--- config.mk ---
export PLATFORM = sky130hd
export DESIGN_NAME = chan_initial_sel
export DESIGN_NICKNAME = d
export VERILOG_FILES = /design/src/rtl/chan_initial_sel.sv
export SDC_FILE = /design/constraint.sdc
export NUM_CORES = 1
export LEC_CHECK = 0
export ABC_AREA = 1
export CAP_MARGIN = 20
export CORE_MARGIN = 2
export CORE_UTILIZATION = 50
export CTS_CLUSTER_DIAMETER = 50
export DETAILED_ROUTE_END_ITERATION = 16
export GPL_ROUTABILITY_DRIVEN = 0
export PLACE_DENSITY = 0.78
export SYNTH_ARGS = -nofsm -noshare
export SYNTH_HDL_FRONTEND = slang
export SYNTH_SLANG_ARGS = --single-unit
--- constraint.sdc ---
create_clock -name aclk -period 2.3 [get_ports aclk]
set_input_delay 0.46 -clock aclk [delete_from_list [all_inputs] [get_ports aclk]]
set_output_delay 0.46 -clock aclk [all_outputs]
set_load 0.03 [all_outputs]
--- src/rtl/chan_initial_sel.sv ---
// -----------------------------------------------------------------------------
// chan_initial_sel
//
// Channel-side sequencer for one parallel-channel initial selection. It puts
// a device address on bus-out, runs the address-out / select-out handshake
// with the control unit, sends one command byte, captures the initial status
// byte and then waits for the control unit to drop operational-in.
// Software only supplies an address and a command through start/done.
//
// Parameters
//   SETTLE_CYCLES   cycles bus-out is held stable before address-out or
//                   command-out rises (1..255)
//   TIMEOUT_CYCLES  cycles allowed in any wait state before giving up (16-bit)
//
// Ports
//   aclk, aresetn          clock, asynchronous active-low reset
//   enable                 channel enable (also drives a_operational_out)
//   start, dev_addr, cmd   request strobe with its address / command bytes
//   busy, done             transaction in progress / one-cycle completion
//   result                 0 OK, 1 NO_DEVICE, 2 ADDR_MISMATCH, 3 TIMEOUT,
//                          4 ABORTED; held until the next start
//   unit_status            status byte from the control unit
//   a_*_out / a_*_in       "A" channel bus and tag lines
// -----------------------------------------------------------------------------
module chan_initial_sel #(
  parameter int unsigned SETTLE_CYCLES  = 4,
  parameter int unsigned TIMEOUT_CYCLES = 65535
) (
  input  logic       aclk,
  input  logic       aresetn,
  input  logic       enable,
  input  logic       start,
  input  logic [7:0] dev_addr,
  input  logic [7:0] cmd,
  output logic       busy,
  output logic       done,
  output logic [2:0] result,
  output logic [7:0] unit_status,
  output logic [7:0] a_bus_out,
  input  logic [7:0] a_bus_in,
  output logic       a_operational_out,
  output logic       a_hold_out,
  output logic       a_select_out,
  output logic       a_address_out,
  output logic       a_command_out,
  output logic       a_service_out,
  output logic       a_suppress_out,
  input  logic       a_operational_in,
  input  logic       a_request_in,
  input  logic       a_select_in,
  input  logic       a_address_in,
  input  logic       a_status_in,
  input  logic       a_service_in
);

  localparam logic [15:0] SETTLE_LAST  = 16'(SETTLE_CYCLES - 1);
  localparam logic [15:0] TIMEOUT_LAST = 16'(TIMEOUT_CYCLES - 1);

  localparam logic [2:0] RES_OK       = 3'd0;
  localparam logic [2:0] RES_NODEV    = 3'd1;
  localparam logic [2:0] RES_MISMATCH = 3'd2;
  localparam logic [2:0] RES_TIMEOUT  = 3'd3;
  localparam logic [2:0] RES_ABORTED  = 3'd4;

  typedef enum logic [3:0] {
    ST_IDLE        = 4'd0,
    ST_ADDR_SETUP  = 4'd1,
    ST_WAIT_ADDR   = 4'd2,
    ST_CMD_SETUP   = 4'd3,
    ST_CMD_OUT     = 4'd4,
    ST_WAIT_STATUS = 4'd5,
    ST_ACCEPT      = 4'd6,
    ST_CLEANUP     = 4'd7,
    ST_DONE        = 4'd8
  } state_t;

  state_t      state_q,    state_d;
  logic [15:0] cnt_q,      cnt_d;
  logic [7:0]  addr_q,     addr_d;
  logic [7:0]  cmd_q,      cmd_d;
  logic        busy_q,     busy_d;
  logic        done_q,     done_d;
  logic [2:0]  result_q,   result_d;
  logic [7:0]  status_q,   status_d;
  logic [7:0]  bus_q,      bus_d;
  logic        oper_q,     oper_d;
  logic        select_q,   select_d;
  logic        address_q,  address_d;
  logic        command_q,  command_d;
  logic        service_q,  service_d;

  // Request-in and service-in play no part in an initial selection.
  logic unused_inputs;
  assign unused_inputs = a_request_in ^ a_service_in;

  logic timeout_hit;
  assign timeout_hit = (cnt_q == TIMEOUT_LAST);

  always_comb begin
    state_d   = state_q;
    cnt_d     = cnt_q + 16'd1;
    addr_d    = addr_q;
    cmd_d     = cmd_q;
    busy_d    = busy_q;
    done_d    = 1'b0;
    result_d  = result_q;
    status_d  = status_q;
    bus_d     = bus_q;
    oper_d    = enable;
    select_d  = select_q;
    address_d = address_q;
    command_d = command_q;
    service_d = service_q;

    unique case (state_q)
      ST_IDLE, ST_DONE: begin
        state_d = ST_IDLE;
        busy_d  = 1'b0;
        if (start && enable) begin
          addr_d   = dev_addr;
          cmd_d    = cmd;
          bus_d    = dev_addr;
          result_d = RES_OK;
          status_d = 8'h00;
          busy_d   = 1'b1;
          state_d  = ST_ADDR_SETUP;
        end
      end

      ST_ADDR_SETUP: begin
        if (cnt_q == SETTLE_LAST) begin
          address_d = 1'b1;
          select_d  = 1'b1;
          state_d   = ST_WAIT_ADDR;
        end
      end

      ST_WAIT_ADDR: begin
        // Select-in coming back means nobody claimed the address; it wins
        // over a simultaneous address-in.
        if (a_select_in) begin
          result_d = RES_NODEV;
          state_d  = ST_CLEANUP;
        end else if (a_operational_in && a_address_in) begin
          if (a_bus_in != addr_q) begin
            result_d = RES_MISMATCH;
            state_d  = ST_CLEANUP;
          end else begin
            address_d = 1'b0;
            bus_d     = cmd_q;
            state_d   = ST_CMD_SETUP;
          end
        end else if (timeout_hit) begin
          result_d = RES_TIMEOUT;
          state_d  = ST_CLEANUP;
        end
      end

      ST_CMD_SETUP: begin
        if (cnt_q == SETTLE_LAST) begin
          command_d = 1'b1;
          state_d   = ST_CMD_OUT;
        end
      end

      ST_CMD_OUT: begin
        if (!a_address_in) begin
          command_d = 1'b0;
          bus_d     = 8'h00;
          state_d   = ST_WAIT_STATUS;
        end else if (timeout_hit) begin
          result_d = RES_TIMEOUT;
          state_d  = ST_CLEANUP;
        end
      end

      ST_WAIT_STATUS: begin
        if (a_status_in) begin
          status_d  = a_bus_in;
          service_d = 1'b1;
          state_d   = ST_ACCEPT;
        end else if (timeout_hit) begin
          result_d = RES_TIMEOUT;
          state_d  = ST_CLEANUP;
        end
      end

      ST_ACCEPT: begin
        if (!a_status_in) begin
          service_d = 1'b0;
          result_d  = RES_OK;
          state_d   = ST_CLEANUP;
        end else if (timeout_hit) begin
          result_d = RES_TIMEOUT;
          state_d  = ST_CLEANUP;
        end
      end

      ST_CLEANUP: begin
        if (!a_operational_in) begin
          state_d = ST_DONE;
        end else if (timeout_hit) begin
          result_d = RES_TIMEOUT;
          state_d  = ST_DONE;
        end
      end

      default: begin
        state_d = ST_IDLE;
      end
    endcase

    // Losing the channel enable mid-transaction skips the operational-in
    // wait entirely.
    if (!enable && (state_q != ST_IDLE) && (state_q != ST_DONE)) begin
      result_d = RES_ABORTED;
      state_d  = ST_DONE;
    end

    // Tags and bus-out are released on the very edge that enters cleanup
    // or done, so the control unit sees them drop one cycle after its cue.
    if ((state_d == ST_CLEANUP) || (state_d == ST_DONE)) begin
      select_d  = 1'b0;
      address_d = 1'b0;
      command_d = 1'b0;
      service_d = 1'b0;
      bus_d     = 8'h00;
    end

    if ((state_d == ST_DONE) && (state_q != ST_DONE)) begin
      done_d = 1'b1;
      busy_d = 1'b0;
    end

    // Counter restarts on every state entry and is meaningless at rest.
    if ((state_d != state_q) || (state_q == ST_IDLE)) begin
      cnt_d = 16'd0;
    end
  end

  always_ff @(posedge aclk or negedge aresetn) begin
    if (!aresetn) begin
      state_q   <= ST_IDLE;
      cnt_q     <= 16'd0;
      addr_q    <= 8'h00;
      cmd_q     <= 8'h00;
      busy_q    <= 1'b0;
      done_q    <= 1'b0;
      result_q  <= 3'd0;
      status_q  <= 8'h00;
      bus_q     <= 8'h00;
      oper_q    <= 1'b0;
      select_q  <= 1'b0;
      address_q <= 1'b0;
      command_q <= 1'b0;
      service_q <= 1'b0;
    end else begin
      state_q   <= state_d;
      cnt_q     <= cnt_d;
      addr_q    <= addr_d;
      cmd_q     <= cmd_d;
      busy_q    <= busy_d;
      done_q    <= done_d;
      result_q  <= result_d;
      status_q  <= status_d;
      bus_q     <= bus_d;
      oper_q    <= oper_d;
      select_q  <= select_d;
      address_q <= address_d;
      command_q <= command_d;
      service_q <= service_d;
    end
  end

  assign busy              = busy_q;
  assign done              = done_q;
  assign result            = result_q;
  assign unit_status       = status_q;
  assign a_bus_out         = bus_q;
  assign a_operational_out = oper_q;
  assign a_select_out      = select_q;
  assign a_hold_out        = select_q;
  assign a_address_out     = address_q;
  assign a_command_out     = command_q;
  assign a_service_out     = service_q;
  assign a_suppress_out    = 1'b0;

endmodule
==> results.toml <==
[outcome]
status = "finished clean"

[global_route]
grt_pass1_vias = 3017
antenna_found_initial = 0
grt_overflow = 0
grt_max_degree = 39
grt_usage = 0.229
grt_pass1_wl_um = 13500

[layout]
insertedDiodeCount = 0
final_nets = 575
fin_util = 0.682
multi_input_area_um2 = 1480
fillCellCount = 530
regArea_um2 = 1550
stdcell_count = 621
drive_gt1_frac = 0.142
syn2layout_area_growth_pct = 30.2

[cts]
clkTransAtPathRegs_ns = 0.08
cts.path.max_buffers = 2
cts_tree = "done"
htreeDepth = 3
clkLatencyLatePin_ns = 0.34
cts_sinks = 62
hold_buffers = 0
root_buffer = "clkbuf_8"
cts_buffers = 9

[critical_path]
r2r-end = "cnt_q[6]$_DFF_PN0_"
worstPathArrival_ns = 2.37
crit_chain = "inv_1 > ha_1 > nand2_1 > nor2_1 > nand2_1 > inv_1 > nand2_2 > nand2_1 > nand2_1 > nand2_2 > nand2_1 > o21ai_1 > nand3_1 > nor2_2 > nand2_2 > buf_4 > nor2_2"
worst_path_max_delay_cell = "dfrtp_1"
crit_end = "cnt_q[6]$_DFF_PN0_"
cp_top_family = "simple AND/OR/NAND/NOR gates"
worstPathRequired_ns = 2.58
crit_top_cell = "nand2_1"
reg2regPathDepth = 17
cp-start-kind = "register"
critPathLaunch = "cnt_q[0]$_DFF_PN0_"
r2r_setup_slack_ns = 0.21
critPathCaptureType = "register"
critPathMaxStageDelay_ns = 0.41
critPathMaxFanout = 5
worst-path-stages = 17
worst-path-buf-inv = 3
r2r_start = "cnt_q[0]$_DFF_PN0_"
crit_type = "register to register"

[pwr]
power.share.clock = 0.209
pwr-share-seq = 0.348
comb_power_share = 0.442
p_leak_nw = 2.18
cellPowerDensity_nw_per_um2 = 1020
p_int_w = 0.00268
netSwitchingPower_w = 0.00180
ir_worst_vdd_mv = 0.743
p_sw_frac = 0.402

[routing]
via_per_inst = 5.09
postRouteWirelength_um = 8030
detail-route-antenna-nets = 0
wl_per_cell_um = 12.9
drc = 0
vias = 3163
dr.pass1.iters = 5
drt_iter0_drc = 192

[synthesis]
yosysTopAreaCellShare = 0.458
synth_ff_type = "dfrtp_1"
syn_area_per_cell_um2 = 7.39
ys_warn_count = 0
async_flop_share = 1.00
synth-seq-cells = 62
syn_nets = 494
syn-cell-area_um2 = 3380
synth_cell_types = 30
synthCells = 458
yosys-top-cells-area = "dfrtp_1 46%, nand2_1 12%, inv_1 8.2%"
synth.largest_area_cell = "dfrtp_1"
seq_area_frac_synth = 0.458
synth_edf_count = 0

[worst_hold_path]
hold_class = "primary input to asynchronous set/reset pin"

[placement]
dp_cells = 604
pre_cts_slack_ns = -0.0645
dp_hpwl_um = 5920
io_buffers = 58

[timing]
slew_headroom = 0.618
skew_ns = 0.0135
setup_viol = 0
setup_tns_ns = 0
slew_viol_final = 0
fin_ws_ns = 0.208
hold_violations = 0
worstMarginPinSlew_ns = 0.574
fin_crit_sh = 0.910
period_minus_slack_ns = 2.09
fmax_mhz = 478

[floorplan]
core_area_um2 = 6460
fp.dieH_um = 86.3
placementRows = 29
fp.dieW_um = 86.3
start_util = 0.524
ios = 62
die_area_um2 = 7440

[job]
cap_viol_max_count = 0
metrics by stage:
step           power [W]  hold WS (ns)  instance area, um^2
3_3_place_gp     0.00348         0.468                 4200
3_5_place_dp     0.00353         0.479                 4200
5_1_grt          0.00480         0.156                 4410
6_report         0.00447         0.106                 4410
2_1_floorplan    0.00280         0.164                 3380
4_1_cts          0.00448         0.128                 4390
timing repair:
| item | in CTS | in global routing |
|---|---|---|
| gates resized for setup | 0 | 3 |
| endpoints found under the hold margin | 0 | 0 |
| setup buffers | 0 | 1 |
| setup endpoints to repair | 0 | 16 |
placed cells by master, fill, tap and decap left out, drive strengths merged, types with 4 or more instances in the layout:
cell / netlist / routed
nor3: 9 / 9
buf: 7 / 25
mux2: 4 / 4
dfrtp: 62 / 62
o22ai: 8 / 8
nor2: 69 / 69
clkdlybuf4s50: 0 / 57
nand3: 28 / 28
clkinv: 0 / 4
xor2: 7 / 7
clkbuf: 5 / 9
a21oi: 9 / 9
nand2: 115 / 115
xnor2: 4 / 4
o21ai: 40 / 40
inv: 80 / 80
kinds of logic (layout without fill, tap and decap cells):
group                    after synthesis  in the layout  share of synthesized area
AO/OA/AOI/OAI                         60             60                     0.0954
other                                  1              1                    0.00111
buffers and inverters                 92            178                      0.108
multiplexers                           4              4                     0.0133
flip-flops                            62             62                      0.458
adder cells (fa/ha/maj)                2              2                    0.00739
AND/OR/NAND/NOR                      226            226                      0.288
XOR/XNOR                              11             11                     0.0285
cells in the mapped netlist (3+ instances only):
cell      instances
a21oi_1           9
buf_2             4
clkbuf_1          5
dfrtp_1          62
inv_1            74
inv_2             6
mux2_2            4
nand2_1         111
nand2_2           4
nand3_1          27
nand4_1           3
nor2_1           54
nor2_2           13
nor3_1            8
o21ai_0          36
o21ai_1           4
o22ai_1           8
xnor2_1           4
xor2_1            7
metal layers:
layer	global-route usage	vias to the layer above	share of wire
met2	0.364	99	0.47
li1	-	1586	-
met5	0	-	0
met1	0.312	1455	0.46
met3	0.0467	23	0.053
met4	0.0838	0	0.020
registers in the layout, indices dropped and copies added, names as in the netlist, 3 cells and up:
name	flops
a_bus_out	8
addr_q	8
unit_status	8
cnt_q	16
cmd_q	8
result	3
state_q	4
layout make-up:
cell class                      instances  share of cell area
Sequential cell                        62               0.352
Multi-Input combinational cell        304               0.335
Clock inverter                          7              0.0148
Timing Repair Buffer                   82               0.180
Clock buffer                            9              0.0281
Inverter                               80              0.0682
Tap cell                               77              0.0219
worst register-to-register path: cells and delay by family (launching register included):
| family | cells | cell delay, ns |
|---|---|---|
| adder cells (fa/ha/maj) | 1 | 0.14 |
| buffers and inverters | 3 | 0.32 |
| AO/OA/AOI/OAI | 1 | 0.11 |
| AND/OR/NAND/NOR | 12 | 1.05 |
| flip-flops | 1 | 0.41 |
power groups by stage:
stage	registers, W	logic (W)	clock network (W)
CTS	0.00156	0.00196	0.000952
global placement	0.00156	0.00191	0
global route	0.00159	0.00220	0.00101
finish	0.00156	0.00198	0.000937
floorplan	0.00176	0.00104	0
detailed placement	0.00158	0.00195	0
how the worst min path moves through the flow:
stage                       startpoint                        end  slack, ns  cells after the start
floorplan                      aresetn  a_address_out$_DFFE_PN0P_       0.16                      0
global placement    cnt_q[0]$_DFF_PN0_         cnt_q[0]$_DFF_PN0_       0.47                      1
detailed placement  cnt_q[0]$_DFF_PN0_         cnt_q[0]$_DFF_PN0_       0.48                      1
CTS                            aresetn       state_q[0]$_DFF_PN0_       0.13                      1
global route                   aresetn       state_q[0]$_DFF_PN0_       0.16                      1
finish                         aresetn       state_q[0]$_DFF_PN0_       0.11                      1
Note: power is estimated with default switching activity, not from simulation.
